### config.mk
export PLATFORM = sky130hd
export DESIGN_NAME = memory_arbiter
export DESIGN_NICKNAME = d
export VERILOG_FILES = /design/src/rtl/mem_arb_pkg.sv /design/src/rtl/rr_pick2.sv /design/src/rtl/memory_arbiter.sv
export SDC_FILE = /design/constraint.sdc
export NUM_CORES = 1
export LEC_CHECK = 0
export ABC_AREA = 1
export CAP_MARGIN = 5
export CELL_PAD_IN_SITES_DETAIL_PLACEMENT = 1
export CELL_PAD_IN_SITES_GLOBAL_PLACEMENT = 2
export CORE_MARGIN = 3
export CORE_UTILIZATION = 24
export CTS_CLUSTER_DIAMETER = 80
export DETAILED_ROUTE_END_ITERATION = 8
export PLACE_DENSITY_LB_ADDON = 0.1
export SKIP_LAST_GASP = 1
export SYNTH_ARGS = -nofsm -noshare
export SYNTH_HDL_FRONTEND = slang
export SYNTH_HIERARCHICAL = 1
export SYNTH_SLANG_ARGS = --single-unit
export TNS_END_PERCENT = 50
### constraint.sdc
create_clock -name clk_i -period 2.55 [get_ports clk_i]
set_input_delay 0.255 -clock clk_i [delete_from_list [all_inputs] [get_ports clk_i]]
set_output_delay 0.255 -clock clk_i [all_outputs]
set_load 0.02 [all_outputs]
### src/rtl/mem_arb_pkg.sv
// ============================================================================
// mem_arb_pkg : shared constants for the two-requester memory arbiter
// Revision    : 1.0
// ============================================================================
`default_nettype none

package mem_arb_pkg;
   localparam logic [1:0] ST_IDLE  = 2'd0;
   localparam logic [1:0] ST_ISSUE = 2'd1;
   localparam logic [1:0] ST_DONE  = 2'd2;

   localparam logic REQ0 = 1'b0;
   localparam logic REQ1 = 1'b1;
endpackage

`default_nettype wire

### src/rtl/rr_pick2.sv
// ============================================================================
// rr_pick2 : combinational two-way round-robin pick
// Revision : 1.0
// ============================================================================
`default_nettype none

module rr_pick2
   import mem_arb_pkg::*;
(
   input  logic valid0,
   input  logic valid1,
   input  logic last_grant,
   output logic grant,
   output logic any
);
   always_comb begin
      any = valid0 | valid1;
      if (valid0 && valid1) begin
         grant = ~last_grant;
      end else if (valid1) begin
         grant = REQ1;
      end else begin
         grant = REQ0;
      end
   end
endmodule

`default_nettype wire

### src/rtl/memory_arbiter.sv
// ============================================================================
// memory_arbiter : round-robin arbiter serialising two masters onto one SRAM
//                  port; optional ISSUE timeout via MEM_ARB_TIMEOUT_EN
// Revision       : 1.0
// ============================================================================
`default_nettype none

module memory_arbiter
   import mem_arb_pkg::*;
#(
   parameter int WIDTH      = 16,
   parameter int DEPTH      = 16,
   parameter int ADDR_WIDTH = 4,
   parameter int TIMEOUT    = 16
) (
   input  logic                  clk_i,
   input  logic                  rst_i,
   input  logic                  req0_valid_i,
   input  logic                  req0_wr_rd_i,
   input  logic [ADDR_WIDTH-1:0] req0_addr_i,
   input  logic [WIDTH-1:0]      req0_wdata_i,
   output logic                  req0_ready_o,
   output logic [WIDTH-1:0]      req0_rdata_o,
   input  logic                  req1_valid_i,
   input  logic                  req1_wr_rd_i,
   input  logic [ADDR_WIDTH-1:0] req1_addr_i,
   input  logic [WIDTH-1:0]      req1_wdata_i,
   output logic                  req1_ready_o,
   output logic [WIDTH-1:0]      req1_rdata_o,
   output logic                  mem_valid_o,
   output logic                  mem_wr_rd_o,
   output logic [ADDR_WIDTH-1:0] mem_addr_o,
   output logic [WIDTH-1:0]      mem_wdata_o,
   input  logic                  mem_ready_i,
   input  logic [WIDTH-1:0]      mem_rdata_i,
   output logic                  grant_o,
   output logic                  err_o
);
   logic [1:0]            state;
   logic [1:0]            state_nxt;
   logic                  last_grant;
   logic                  grant;
   logic                  pick;
   logic                  any;
   logic                  handshake;
   logic                  timeout;
   logic                  wr_rd_q;
   logic [ADDR_WIDTH-1:0] addr_q;
   logic [WIDTH-1:0]      wdata_q;
   logic [WIDTH-1:0]      rdata0;
   logic [WIDTH-1:0]      rdata1;

   rr_pick2 u_pick (
      .valid0     (req0_valid_i),
      .valid1     (req1_valid_i),
      .last_grant (last_grant),
      .grant      (pick),
      .any        (any)
   );

   assign handshake = (state == ST_ISSUE) && mem_ready_i;

`ifdef MEM_ARB_TIMEOUT_EN
   localparam int               CNT_W    = $clog2(TIMEOUT + 1);
   localparam logic [CNT_W-1:0] CNT_LAST = CNT_W'(TIMEOUT - 1);

   logic [CNT_W-1:0] cnt;
   logic             err_q;

   // Held at zero outside ISSUE, so every ISSUE entry starts from a clean count.
   always_ff @(posedge clk_i or negedge rst_i) begin
      if (!rst_i) begin
         cnt   <= '0;
         err_q <= 1'b0;
      end else if (state == ST_ISSUE) begin
         cnt   <= cnt + CNT_W'(1);
         err_q <= timeout;
      end else begin
         cnt   <= '0;
      end
   end

   assign timeout = (state == ST_ISSUE) && !mem_ready_i && (cnt == CNT_LAST);
   assign err_o   = (state == ST_DONE) && err_q;
`else
   assign timeout = 1'b0;
   assign err_o   = 1'b0;
`endif

   always_ff @(posedge clk_i or negedge rst_i) begin
      if (!rst_i) begin
         state <= ST_IDLE;
      end else begin
         state <= state_nxt;
      end
   end

   always_comb begin
      state_nxt = state;
      case (state)
         ST_IDLE:  if (any) state_nxt = ST_ISSUE;
         ST_ISSUE: if (handshake || timeout) state_nxt = ST_DONE;
         ST_DONE:  state_nxt = ST_IDLE;
         default:  state_nxt = ST_IDLE;
      endcase
   end

   always_comb begin
      mem_valid_o  = (state == ST_ISSUE);
      req0_ready_o = (state == ST_DONE) && (grant == REQ0);
      req1_ready_o = (state == ST_DONE) && (grant == REQ1);
   end

   always_ff @(posedge clk_i or negedge rst_i) begin
      if (!rst_i) begin
         last_grant <= REQ1;
         grant      <= REQ0;
         wr_rd_q    <= 1'b0;
         addr_q     <= '0;
         wdata_q    <= '0;
         rdata0     <= '0;
         rdata1     <= '0;
      end else begin
         if ((state == ST_IDLE) && any) begin
            grant   <= pick;
            wr_rd_q <= (pick == REQ1) ? req1_wr_rd_i : req0_wr_rd_i;
            addr_q  <= (pick == REQ1) ? req1_addr_i  : req0_addr_i;
            wdata_q <= (pick == REQ1) ? req1_wdata_i : req0_wdata_i;
         end
         if (handshake || timeout) begin
            last_grant <= grant;
         end
         if (handshake && !wr_rd_q) begin
            if (grant == REQ1) begin
               rdata1 <= mem_rdata_i;
            end else begin
               rdata0 <= mem_rdata_i;
            end
         end
      end
   end

   assign mem_wr_rd_o  = wr_rd_q;
   assign mem_addr_o   = addr_q;
   assign mem_wdata_o  = wdata_q;
   assign grant_o      = grant;
   assign req0_rdata_o = rdata0;
   assign req1_rdata_o = rdata1;
endmodule

`default_nettype wire

==> summary.md <==
| Metric | Value |
|---|---|
| Status | finished, final reports clean |
| Worst-Skew Late Latency | 0.33 ns |
| Slew margin rel. | a little over half |
| Highest metal used | met4 |
| CP max FO | 4 |
| Pre-Repair DR Iteration Count | 4 |
| CTS tree | built |
| Most frequent cells in the layout | nand2_1, clkdlybuf4s50_1, dfrtp_1 |
| Crit. End Element | output port |
| Wl on met1 | 3.520 mm |
| Crit path time final | 1.990 ns |
| Ant. Diodes | 0 |
| Post-route setup TNS | 0 ns |
| Final WL | between 8 and 9 mm |
| Area Overhead vs Synth | 58.88% |
| Dpl ws | 0.7569 ns |
| Via density per instance | about 4.2 |
| DRC viols | 0 |
| Hold Crit Endpoint | req0_rdata_o[11] |
| Post-synthesis sequential area ratio | 55.52% |
| CORE AREA | 10,370 um^2 |
| Total power | 4.848 mW |
| Die area | 11,990 um^2 |
| Max VDD drop | 0.0003689 V |
| Hold depth | 2 |
| Hold path start | req0_rdata_o[11] |
| HPWL after DPL | approximately 6.0 mm |
| Final Hold Fails | 0 |
| Initial Util | about 25% |
| Gates resized, CTS repair | 0 |
| Clock power frac | 17.7% |
| Layout cells sized above 1 | 7.223% |
| WS Path Type | reg2out |
| Met3 WL | between 600 and 700 um |
| Reg2reg end | mem_wr_rd_o |
| Commonest non-fill, non-tap cell in the layout | nand2_1 |
| Final Cycle Share | about 78% |
| Sink Count | between 50 and 60 |
| Cts bufs inserted | 9 |
| IO Pins | 121 |
| Max H-tree Level | 3 |
| Routability cong. | 0.7539 |
| Worst endpoint required time | 2.30 ns |
| Largest net degree at the start of global routing | 32 |
| R2R Path Start | last_grant |
| Total GRT Usage | 14.52% |
| Fin worst setup slack | 0.5598 ns |
| Syn_area_per_cell | 8.060 um^2 |
| R2R Setup Slk | 1.01 ns |
| Sequential fraction of design power | around a third |
| Final Slew Violations | 0 |
| Vias in the first global route | 2,615 |
| Synth cell types | 24 |
| Worst setup SP type | flop |
| Overflow after GRT | 0 |
| Syn_nets | 382 |
| Hold Buf Count CTS | 1 |
| Final setup vio count | 0 |
| I/O Buffers | about 120 |
| Switching fraction of total power | around two fifths |
| Maximum capacitance violations | 0 |
| Hold Crit Class | reg2reg |
| Max Clock Skew | 0.01031 ns |
| FF+latch area | 1428 um^2 |
| Netlist Area Pre-Place | 2571 um^2 |
| R2R cell count | 6 |
| Fmax | 0.5025 GHz |
| Yosys warnings | 6 |
| Internal power | between 2 and 3 mW |
| Multi-input logic area | 1013 um^2 |
| Antenna violations before repair | 0 |
| Final design utilization | 39.39% |
| Gate power share | 49.6% |
| Wire length on met2 | 3.990 mm |
| Measured slew at the worst slew-check pin | ~0.69 ns |
| Initial DRC count | 78 |
| Standard-cell rows | 37 |
| Register bit total from synthesis | 57 |
| CP arrival | around 1.7 ns |
| Wire per inst | around 14 um |
| Lkg Pwr | 2.012 nW |
| CTS Buffer Depth | 2 |
| RSZ-0062 raised after global routing | false |
| Root Driver | clkbuf_8 |
| Die width | 109.5 um |
| DR vias | 2,460 |
| # fillers | approximately 1,300 |
| Clock slew at reported path FFs | 0.07 ns |
| Post-CTS setup buffers | 0 |
| First-pass GRT wire length | 13.23 mm |
| Die extent in y | 109.5 um |
| P_sw | slightly below 2 mW |
| Final nets | ~500 |
| Gate Count Post-Synth | 319 |
| P per Cell Area | 1187 nW/um^2 |
| DRT antenna net count | 0 |
## sequential cells by signal, indices dropped and copies added (netlist names)
name and count:
mem_wdata_o 16, req0_rdata_o 16, req1_rdata_o 16, mem_addr_o 4, state 2, grant_o 1, last_grant 1, mem_wr_rd_o 1
## critical path, cell delays in order (launching register included)
cell	delay (ns)
dfrtp_1	0.43
inv_2	0.10
nor3_1	0.21
clkdlybuf4s50_1	0.66
## worst max path at each step
stage / slack (ns) / from / end / cells past startpoint
after floorplan: 0.93 / grant_o / req0_ready_o / 3
after global placement: 0.77 / req0_valid_i / mem_wr_rd_o / 7
after detailed placement: 0.76 / req0_valid_i / mem_wr_rd_o / 5
after CTS: 0.51 / state[1] / req0_ready_o / 3
after global routing: 0.43 / state[1] / req1_ready_o / 3
final: 0.56 / state[1] / req0_ready_o / 3
## per-stage QoR
| step | instances | area [um^2] | hold slack [ns] |
|---|---|---|---|
| floorplan | 319 | 2571 | -0.04059 |
| global placement | 563 | 3880 | 0.3350 |
| detailed placement | 563 | 3880 | 0.3314 |
| CTS | 579 | 4085 | 0.4766 |
| global route | 579 | 4085 | 0.4956 |
| finish | 579 | 4085 | 0.4709 |
## layer usage
layer | vias to the layer above | global-route usage, %
met5 | - | 0
met4 | 0 | 5.610
met3 | 8 | 5.050
met2 | 73 | 23.84
met1 | 1155 | 17.45
li1 | 1224 | -
## kinds of logic (layout without fill, tap and decap cells)
family,after synthesis,after routing,share of synthesized area [%]
other,1,1,0.1458
AND/OR/NAND/NOR,232,232,38.05
buffers and inverters,24,148,5.207
flip-flops,57,57,55.52
AO/OA/AOI/OAI,5,5,1.070
## cell usage after synthesis
| cell | count | area [um^2] |
|---|---|---|
| nand4_4 | 1 | 21.27 |
| inv_4 | 1 | 6.260 |
| buf_1 | 1 | 3.750 |
| nand3_2 | 1 | 10.01 |
| nor2_4 | 2 | 22.52 |
| nor3_1 | 2 | 10.01 |
| nand3_1 | 32 | 160.2 |
| o21ai_0 | 3 | 15.01 |
| or2_1 | 1 | 6.260 |
| dfstp_2 | 1 | 26.28 |
| nand2_1 | 190 | 713.2 |
| buf_6 | 3 | 33.78 |
| buf_4 | 3 | 22.52 |
| inv_1 | 5 | 18.77 |
| clkbuf_1 | 3 | 11.26 |
| nand3_4 | 1 | 17.52 |
| buf_2 | 6 | 30.03 |
| nor2_2 | 1 | 6.260 |
| inv_2 | 2 | 7.510 |
| o31ai_1 | 1 | 7.510 |
| nand2_4 | 1 | 11.26 |
| a21oi_1 | 1 | 5.000 |
| dfrtp_1 | 56 | 1401 |
| conb_1 | 1 | 3.750 |
## layout make-up
cell class | instances | area share [%]
Clock inverter | 3 | 0.9801
Tap cell | 136 | 4.165
Clock buffer | 12 | 3.798
Timing Repair Buffer | 125 | 30.51
Multi-Input combinational cell | 238 | 24.81
Sequential cell | 57 | 34.95
Inverter | 8 | 0.7963
## power by group through the flow
stage / clock network [mW] / logic [mW] / registers (mW)
floorplan: 0 / 0.799 / 2.05
global placement: 0 / 2.42 / 1.60
detailed placement: 0 / 2.46 / 1.60
CTS: 0.886 / 2.47 / 1.60
global route: 0.927 / 2.65 / 1.64
finish: 0.858 / 2.41 / 1.58
No activity file was read; power rests on OpenSTA's default activity.
==> edit, RTL diff (config.mk and constraints unchanged) <==
`ADDR_WIDTH`: 4 -> 3.
--- a/src/rtl/memory_arbiter.sv
+++ b/src/rtl/memory_arbiter.sv
@@ -11,5 +11,5 @@
    parameter int WIDTH      = 16,
    parameter int DEPTH      = 16,
-   parameter int ADDR_WIDTH = 4,
+   parameter int ADDR_WIDTH = 3,
    parameter int TIMEOUT    = 16
 ) (
Ports: changed (resized mem_addr_o, req0_addr_i and req1_addr_i); port bits go from 121 to 118. No check against the original RTL was run, so the function may have changed too.
==> edit against the original RTL <==
- via count fell by 3.4%
- highest routed layer unchanged
- synthesized area down 1.8%
- die area is 1.7% lower
- utilization is 0.29 points lower
- clock power is 41% lower
- sequential cell count is 1 lower
- critical path depth is the same
- routed wire length down 5.0%
- synthesized cell count is 2.2% lower
- worst setup slack worse by 0.11 ns
- hold slack better by 0.0048 ns
- design area shrank 4.3%
- critical endpoint is now req1_ready_o
- clock skew hardly changed
- power shrank 8.5%
==> edit: results (changes against the original RTL) <==
* Area contributors post-synth: dfrtp_1 55%, nand2_1 27%, nand3_1 6.3% (was dfrtp_1 55%, nand2_1 28%, nand3_1 6.2%)
* DPL Wire Length at 5730 µm (was 5970 µm)
* Clk_lat worst skew at 0.31 ns (was 0.33 ns)
* Crit path launch: grant_o (was state[1])
* Total GRT Usage at 0.137 (was 0.145)
* Pin count of the biggest net entering global routing at 57 (was 32)
* # fillers at 1227 (was 1261)
* Setup Skew at 0.0101 ns (was 0.0103 ns)
* Reg2reg start: grant_o (was last_grant)
* FFs & Latches at 56 (was 57)
* WL met1 at 3590 µm (was 3520 µm)
* Clock Pin Slew Worst Setup and Hold Paths at 0.10 ns (was 0.07 ns)
* CP Max Fanout at 11 (was 4)
* Clkbuf count at 7 (was 12)
* Met2 Routed Length at 3550 µm (was 3990 µm)
* Final wirelength at 7880 µm (was 8290 µm)
* Peak VDD IR at 0.417 mV (was 0.369 mV)
* R2R Path End: req0_rdata_o[2] (was mem_wr_rd_o)
* Status: completed (unchanged)
* Sequential share of cell area at 0.359 (was 0.349)
* Dpl ws at 0.749 ns (was 0.757 ns)
* CP Capture Point: req1_ready_o (was req0_ready_o)
* Worst Path Arrival at 1.85 ns (was 1.74 ns)
* Distinct cells, synth at 23 (was 24)
* Min Tclk post-route at 2.10 ns (was 1.99 ns)
* Initial DRC count at 90 (was 78)
* Signal buf overhead at 0.313 (was 0.305)
* Clock network area share at 0.0240 (was 0.0478)
* Multi-input gates at 232 (was 238)
* Register area share after synthesis at 0.556 (was 0.555)
* Routed via count at 2377 (was 2460)
* IO Port Bufs at 116 (was 119)
* Placed cells at 551 (was 563)
* Met3 WL at 660 µm (was 682 µm)
* Layout cells sized above 1 at 0.0609 (was 0.0722)
* Flop2flop setup slack at 0.95 ns (was 1.01 ns)
* Synth Net Count at 373 (was 382)
* Number of non-clock buffers at 123 (was 125)
edit: through the flow:
step / hold slack, ns / area, µm²
finish: 0.476 / 3910
CTS: 0.477 / 3910
global placement: 0.288 / 3810
detailed placement: 0.285 / 3810
floorplan: -0.0406 / 2520
global route: 0.505 / 3910
edit: where the power goes:
group          leakage [nW]  internal [mW]  total, mW  switching [mW]
Clock                0.0445          0.222      0.509           0.287
Sequential            0.700           1.30       1.57           0.277
Combinational          1.17           1.03       2.36            1.33
edit: repair_timing:
action	CTS	global route
buffers inserted	0	0
endpoints found under the hold margin	55	0
setup endpoints to repair	0	0
hold buffers	1	0
gates resized for setup	0	0
edit: cells by family after synthesis:
group           after synthesis
compound gates                5
buf+inv                      24
flops                        56
other cells                   1
simple gates                226
edit: routing by layer:
metal | global-route usage | up-vias
li1 | - | 1186
met1 | 0.183 | 1111
met2 | 0.213 | 74
met3 | 0.0490 | 6
met4 | 0.0325 | 0
met5 | 0 | -
